`src/rtl/ptimer_pkg.sv`:
```
// ptimer_pkg
//   Shared definitions for the dual-channel pulse timer: FSM state encoding
//   and the two-bit compare result codes driven on the cmp output.
package ptimer_pkg;

  typedef enum logic {
    COLLECT = 1'b0,   // gathering one operand from each channel
    PULSE   = 1'b1    // out high, counting down the selected length
  } state_t;

  typedef logic [1:0] cmp_t;

  localparam cmp_t CMP_NONE = 2'b00;  // no compare since reset
  localparam cmp_t CMP_LT   = 2'b01;  // B < A
  localparam cmp_t CMP_EQ   = 2'b10;  // B == A
  localparam cmp_t CMP_GT   = 2'b11;  // B > A

endpackage

```
`src/rtl/mag_cmp.sv`:
```
// mag_cmp
//   Combinational magnitude comparator built on a W+1 bit subtractor (A-B)
//   plus a zero detect on the difference.
//   Parameters: W operand width, SIGNED 0 = unsigned, 1 = two's complement.
//   Ports:
//     a, b    : input  [W-1:0] operands
//     b_gt_a  : output         B > A
//     b_eq_a  : output         B == A
module mag_cmp #(
  parameter int W      = 8,
  parameter bit SIGNED = 1'b0
) (
  input  logic [W-1:0] a,
  input  logic [W-1:0] b,
  output logic         b_gt_a,
  output logic         b_eq_a
);

  logic [W-1:0] a_k;
  logic [W-1:0] b_k;
  logic [W:0]   diff;

  // Flipping the sign bit maps two's complement onto offset binary, so one
  // unsigned subtractor serves both modes.
  always_comb begin
    // NOTE: every signal driven here gets a default first, so no path
    // leaves it unassigned and no latch is inferred.
    a_k = a;
    b_k = b;
    if (SIGNED) begin
      a_k[W-1] = ~a[W-1];
      b_k[W-1] = ~b[W-1];
    end
  end

  assign diff   = {1'b0, a_k} - {1'b0, b_k};
  assign b_gt_a = diff[W];               // borrow out: A < B
  assign b_eq_a = (diff[W-1:0] == '0);

endmodule

```
`src/rtl/dual_channel_pulse_timer.sv`:
```
// dual_channel_pulse_timer
//   Collects one operand from each of two producers over independent
//   active-low dav_/rfd handshakes, compares B against A and drives out high
//   for LEN_GT / LEN_EQ / LEN_LT cycles according to the result.
//   Parameters: W, SIGNED, LEN_GT, LEN_EQ, LEN_LT, CW (pulse counter width).
//   Ports:
//     clock          : system clock, all activity on posedge
//     reset_         : synchronous reset, active low
//     davA_, davB_   : channel data valid, active low
//     rfdA, rfdB     : channel ready-for-data, active high (registered)
//     dataA, dataB   : channel operands [W-1:0]
//     out            : timed pulse (registered)
//     cmp            : last compare result, see ptimer_pkg codes (registered)
module dual_channel_pulse_timer
  import ptimer_pkg::*;
#(
  parameter int W      = 8,
  parameter bit SIGNED = 1'b0,
  parameter int LEN_GT = 12,
  parameter int LEN_EQ = 12,
  parameter int LEN_LT = 6,
  parameter int CW     = 8
) (
  input  logic         clock,
  input  logic         reset_,
  input  logic         davA_,
  output logic         rfdA,
  input  logic [W-1:0] dataA,
  input  logic         davB_,
  output logic         rfdB,
  input  logic [W-1:0] dataB,
  output logic         out,
  output logic [1:0]   cmp
);

  if (W < 2) begin : g_bad_width
    $error("dual_channel_pulse_timer: W must be at least 2");
  end
  if (LEN_GT < 1 || LEN_GT >= (1 << CW) ||
      LEN_EQ < 1 || LEN_EQ >= (1 << CW) ||
      LEN_LT < 1 || LEN_LT >= (1 << CW)) begin : g_bad_len
    $error("dual_channel_pulse_timer: every LEN_* must be in 1..2**CW-1");
  end

  state_t        state;
  logic [W-1:0]  reg_a;
  logic [W-1:0]  reg_b;
  logic          got_a;
  logic          got_b;
  logic [CW-1:0] count;

  logic          b_gt_a;
  logic          b_eq_a;
  cmp_t          cmp_code;
  logic [CW-1:0] pulse_len;

  // Compare works on the captured operands, never on the live inputs.
  mag_cmp #(
    .W      (W),
    .SIGNED (SIGNED)
  ) u_mag_cmp (
    .a      (reg_a),
    .b      (reg_b),
    .b_gt_a (b_gt_a),
    .b_eq_a (b_eq_a)
  );

  always_comb begin
    cmp_code  = CMP_LT;
    pulse_len = CW'(LEN_LT);
    if (b_eq_a) begin
      cmp_code  = CMP_EQ;
      pulse_len = CW'(LEN_EQ);
    end else if (b_gt_a) begin
      cmp_code  = CMP_GT;
      pulse_len = CW'(LEN_GT);
    end
  end

  // NOTE: the operand registers are deliberately left out of reset; they are
  // only read after a fresh capture sets the matching got flag.
  always_ff @(posedge clock) begin
    if (reg_a_load()) reg_a <= dataA;
    if (reg_b_load()) reg_b <= dataB;
  end

  function automatic logic reg_a_load();
    return reset_ && (state == COLLECT) && rfdA && !davA_;
  endfunction

  function automatic logic reg_b_load();
    return reset_ && (state == COLLECT) && rfdB && !davB_;
  endfunction

  // NOTE: all state below uses non-blocking assignments so every register
  // sees the pre-edge value of every other register.
  always_ff @(posedge clock) begin
    if (!reset_) begin
      state <= COLLECT;
      rfdA  <= 1'b1;
      rfdB  <= 1'b1;
      got_a <= 1'b0;
      got_b <= 1'b0;
      out   <= 1'b0;
      cmp   <= CMP_NONE;
      count <= '0;
    end else begin
      case (state)
        COLLECT: begin
          if (rfdA && !davA_) begin
            got_a <= 1'b1;
            rfdA  <= 1'b0;
          end
          if (rfdB && !davB_) begin
            got_b <= 1'b1;
            rfdB  <= 1'b0;
          end
          // Both operands held and both producers have released dav_.
          // Captures and exit are mutually exclusive: capture needs rfd=1,
          // which implies the matching got flag is still 0.
          if (got_a && got_b && davA_ && davB_) begin
            count <= pulse_len;
            cmp   <= cmp_code;
            out   <= 1'b1;
            state <= PULSE;
          end
        end
        PULSE: begin
          count <= count - CW'(1);
          if (count == CW'(1)) begin
            out   <= 1'b0;
            rfdA  <= 1'b1;
            rfdB  <= 1'b1;
            got_a <= 1'b0;
            got_b <= 1'b0;
            state <= COLLECT;
          end
        end
        default: state <= COLLECT;
      endcase
    end
  end

endmodule

```
`config.mk`:
```
export PLATFORM = sky130hd
export DESIGN_NAME = dual_channel_pulse_timer
export DESIGN_NICKNAME = d
export VERILOG_FILES = /design/src/rtl/ptimer_pkg.sv /design/src/rtl/mag_cmp.sv /design/src/rtl/dual_channel_pulse_timer.sv
export SDC_FILE = /design/constraint.sdc
export NUM_CORES = 1
export LEC_CHECK = 0
export BUFFER_PORTS_ARGS = -buffer_cell sky130_fd_sc_hd__buf_2
export CAP_MARGIN = 10
export CORE_ASPECT_RATIO = 1.5
export CORE_MARGIN = 5
export CORE_UTILIZATION = 37
export CTS_CLUSTER_SIZE = 24
export DETAILED_ROUTE_END_ITERATION = 7
export GPL_TIMING_DRIVEN = 0
export PLACE_DENSITY = 0.52
export SLEW_MARGIN = 20
export SYNTH_ARGS = -nofsm -noshare
export SYNTH_HDL_FRONTEND = slang
export SYNTH_SLANG_ARGS = --single-unit
export TNS_END_PERCENT = 10
```
`constraint.sdc`:
```
create_clock -name clock -period 2.4 [get_ports clock]
set_input_delay 0.48 -clock clock [delete_from_list [all_inputs] [get_ports clock]]
set_output_delay 0.48 -clock clock [all_outputs]
set_load 0.005 [all_outputs]
```
==> out/summary.md <==
The flow ran to the end, and the final reports show no timing, DRC or antenna violations. edfxtp_1 takes more of the synthesized area than any other cell. The detailed-router iteration count before antenna repair was 2; the number of CTS-inserted buffers was 5. Final hold analysis gives a worst-case slack of 365.2 ps. The setup path with the least slack is of type flop to flop.

The tools report the maximum buffer depth of the clock tree as 2. Setup violations remaining at the end of the flow were counted as 0. The tools report the number of global-route vias before repair as 1,149. TritonCTS built the clock tree.

Derived from the worst setup path, the maximum achievable clock frequency is 0.4406 GHz. Routability-driven placement finished with a final weighted congestion of 0.8386. Total leakage power: 0.7679 nW.

The post-synthesis instance total is 135, and the layout cell share with drive strength beyond 1 is 0.2840. In this design, the stage delay of the slowest critical-path cell is 470 ps. The portion of synthesized cell area occupied by the leading cell type works out to 0.3140.

The sink count of the clock tree is 32, and the number of failing hold endpoints at the final stage is 0. The count of pins over their slew limit came out at 0. Counting every net in the synthesized netlist gives 165. The startpoint identified for the worst hold timing path is dataB[7]. The logs give 214 for the final standard cell count with taps included and fillers excluded and 0.5704 mV for the peak supply drop.

The slowest stage of the critical path is the o41a_2 cell. The share of the cycle needed by the critical path after routing was 0.9456. The finished cells cover 1858 sq um. CTS built an H-tree with a depth of 2. 25 I/O pins were placed. STA classifies the critical path endpoint as a flop.

The worst max-slew margin expressed relative to the limit came out at 0.5642. By area the synthesized netlist is led by edfxtp_1 31%, dfxtp_1 21%, ha_1 8.2%, a21oi_1 3.6%, inv_1 2.7%. Relative to the synthesized area, the layout overhead comes to 21.42%. The worst hold path belongs to the class input port to flop. The final route contains 1,132 vias. For the post-route core utilization, the log shows 0.4652. At the later pin of the worst-skew pair, clock insertion delay measures 280 ps.

The remaining global-route overflow came out at 0. Buffers placed on the I/O ports in this run total 24. The commonest cells after synthesis are 16 x dfxtp_1, 16 x edfxtp_1, 11 x a21oi_1, 11 x inv_1, 10 x ha_1. The most heavily used metal layer in global routing is met2. The number of instances resized during post-cts repair is 0, and the post-route antenna net violation count is 0. The number of cell instances on the worst register-to-register path was 7; the count of flip-flops with a built-in enable after synthesis was 16. Across the routed clock network, the largest skew measured is 8.180 ps. The clock-pin slew on the worst setup and hold paths was 70 ps.

Yosys printed 0 warnings. Entering global routing, the biggest net connects 12 pins. The number of placed instances, taps included, is 206. In this run the critical register-to-register path is captured at count[1]. The area of placed instances came out at 1734 sq um.

The time the worst path needs with I/O delays and setup is 2269 ps. The first global-routing pass estimated 5230 microns of wire. The average size of a mapped cell is 11.33 sq um, and the initial antenna violation count is 0. In this run the core area contains 28 standard-cell rows. The wire-length estimate of the detail-placed layout is 2434 microns. Setup repair after global routing left no endpoint under its margin.

Mean number of vias per cell: 5.290. For the pin with the worst max-slew slack, the measured transition is 652.1 ps. In this run the vertical extent of the chip is 88.76 microns. After clock tree synthesis, the flow added hold-fix buffers numbering 0. Walking the worst path, the cells encountered are ha_4, nor2b_1, o211a_1, o41a_2, mux2i_2, a211o_1, a221oi_1. Grouping stages by cell kind, the critical path spends the most delay in compound AO/OA/AOI/OAI gates. The number of cells on the worst hold path is 1. For the global-route met2 utilization, the log shows 0.2170. After synthesis the cells add up to 1530 sq um. The run gives 0.3831 as the starting utilization of the core area. The die is 62.51 microns wide. In this run the critical register-to-register path is launched from reg_a[1]. After floorplanning, the core was sized to cover 3994 sq um. The run gives 2460 ps as the endpoint arrival time on the critical path. The average wire per standard cell was 14.45 microns.

The path with the worst hold slack has its endpoint at reg_b[7]. The met1 track demand over resource was 0.1284; the sum of routed wire length over all layers was 3092 microns. STA puts the critical path data required time at 2590 ps.

The part of the Yosys area used for sequential elements came out at 0.5233. Number of diodes: 0. The worst register-to-register path has a setup slack of 130 ps. Element type at the critical path start: a flop. The power per standard cell area was 671.9 nW/um^2. The root buffer cell chosen for the clock tree is clkbuf_8. Counting flops and latches in the post-synthesis netlist gives 32. Post-CTS timing repair inserted 0 buffers for setup. The die covers 5548 sq um. The number of max-cap violations is 0. The run gives 0.1193 as the global routing usage summed across all routing layers. The number of nets at the end of the flow came out at 198. The logs give 24 for the violation count after the first detailed-routing iteration and 0 for the residual DRC count.

The critical path buffer and inverter count was 0. Top flip-flop cell by instance count after synthesis: edfxtp_1. In this run, distinct cell masters in the synthesized netlist total 41. The worst-path maximum fanout was 3; the fraction of registers with async set or reset after synthesis was 0. For the met3 track demand over resource in global routing, the log shows 0.03431.
## routing by layer
layer / up-vias / wire, microns
li1: 567 / -
met1: 546 / 1279
met2: 14 / 1656
met3: 5 / 96
met4: 0 / 59
met5: - / 0
## sequential cells by signal, indices dropped and copies added, names as in the netlist
signal,cells
reg_a,8
got_a,1
count,8
cmp,2
got_b,1
rfdA,1
out,1
state,1
reg_b,8
rfdB,1
## stage by stage
step / setup TNS (ps) / setup slack (ps) / power (mW)
floorplan: 0 / 220.2 / 0.7018
global placement: -11810 / -706.1 / 0.7403
detailed placement: 0 / 81.31 / 0.7484
CTS: 0 / 78.06 / 1.264
global route: 0 / 41.93 / 1.308
finish: 0 / 130.5 / 1.249
## worst reg2reg max path: cells and delay by family, from the launching register on
family | cells | cell delay (ps)
flip-flops | 1 | 420
adder cells (fa/ha/maj) | 1 | 260
AO/OA/AOI/OAI | 4 | 1180
multiplexers | 1 | 190
AND/OR/NAND/NOR | 1 | 120
## layout by cell type (no fill, tap or decap), types with 3 or more instances in the layout
cell | synthesis | final
a21o_1 | 3 | 3
nor2_1 | 7 | 7
a21oi_1 | 11 | 11
clkbuf_8 | 1 | 6
edfxtp_1 | 16 | 16
xnor2_1 | 3 | 3
buf_2 | 0 | 24
dfxtp_1 | 16 | 16
inv_1 | 11 | 11
nor2b_1 | 4 | 4
o21ai_0 | 7 | 7
nand3_1 | 4 | 4
nand2_1 | 6 | 6
ha_1 | 10 | 9
## how the worst max path moves through the flow
stage | to | cells after the start | from | slack [ps]
floorplan | count[1] | 7 | reg_a[1] | 220
global placement | reg_a[3] | 3 | reset_ | -710
detailed placement | count[1] | 7 | reg_a[1] | 80
CTS | count[1] | 7 | reg_a[1] | 80
global route | count[1] | 8 | reg_b[1] | 40
finish | count[1] | 7 | reg_a[1] | 130
## area by class of cell
class,instances,area [sq um]
plain buffers,1,13.76
clock inverters,3,42.54
inverters,12,45.04
fillers,395,2136
repair buffers,26,135.1
multi-input cells,90,695.7
well taps,45,56.30
flip-flops and latches,32,800.8
clock buffers,5,68.82
## report_power, final
part | internal (mW) | switching [mW]
clock network | 0.307 | 0.205
logic | 0.0614 | 0.0662
registers | 0.598 | 0.0110
## cell families (layout without fill, tap and decap cells)
kind of cell	after synthesis	in the layout	share of synthesized area
AND/OR/NAND/NOR	39	39	0.1496
AO/OA/AOI/OAI	35	35	0.1676
flip-flops	32	32	0.5233
buffers and inverters	13	47	0.03843
adder cells (fa/ha/maj)	10	10	0.08177
XOR/XNOR	3	3	0.01717
multiplexers	3	3	0.02208
(Power assumes the default switching activity.)
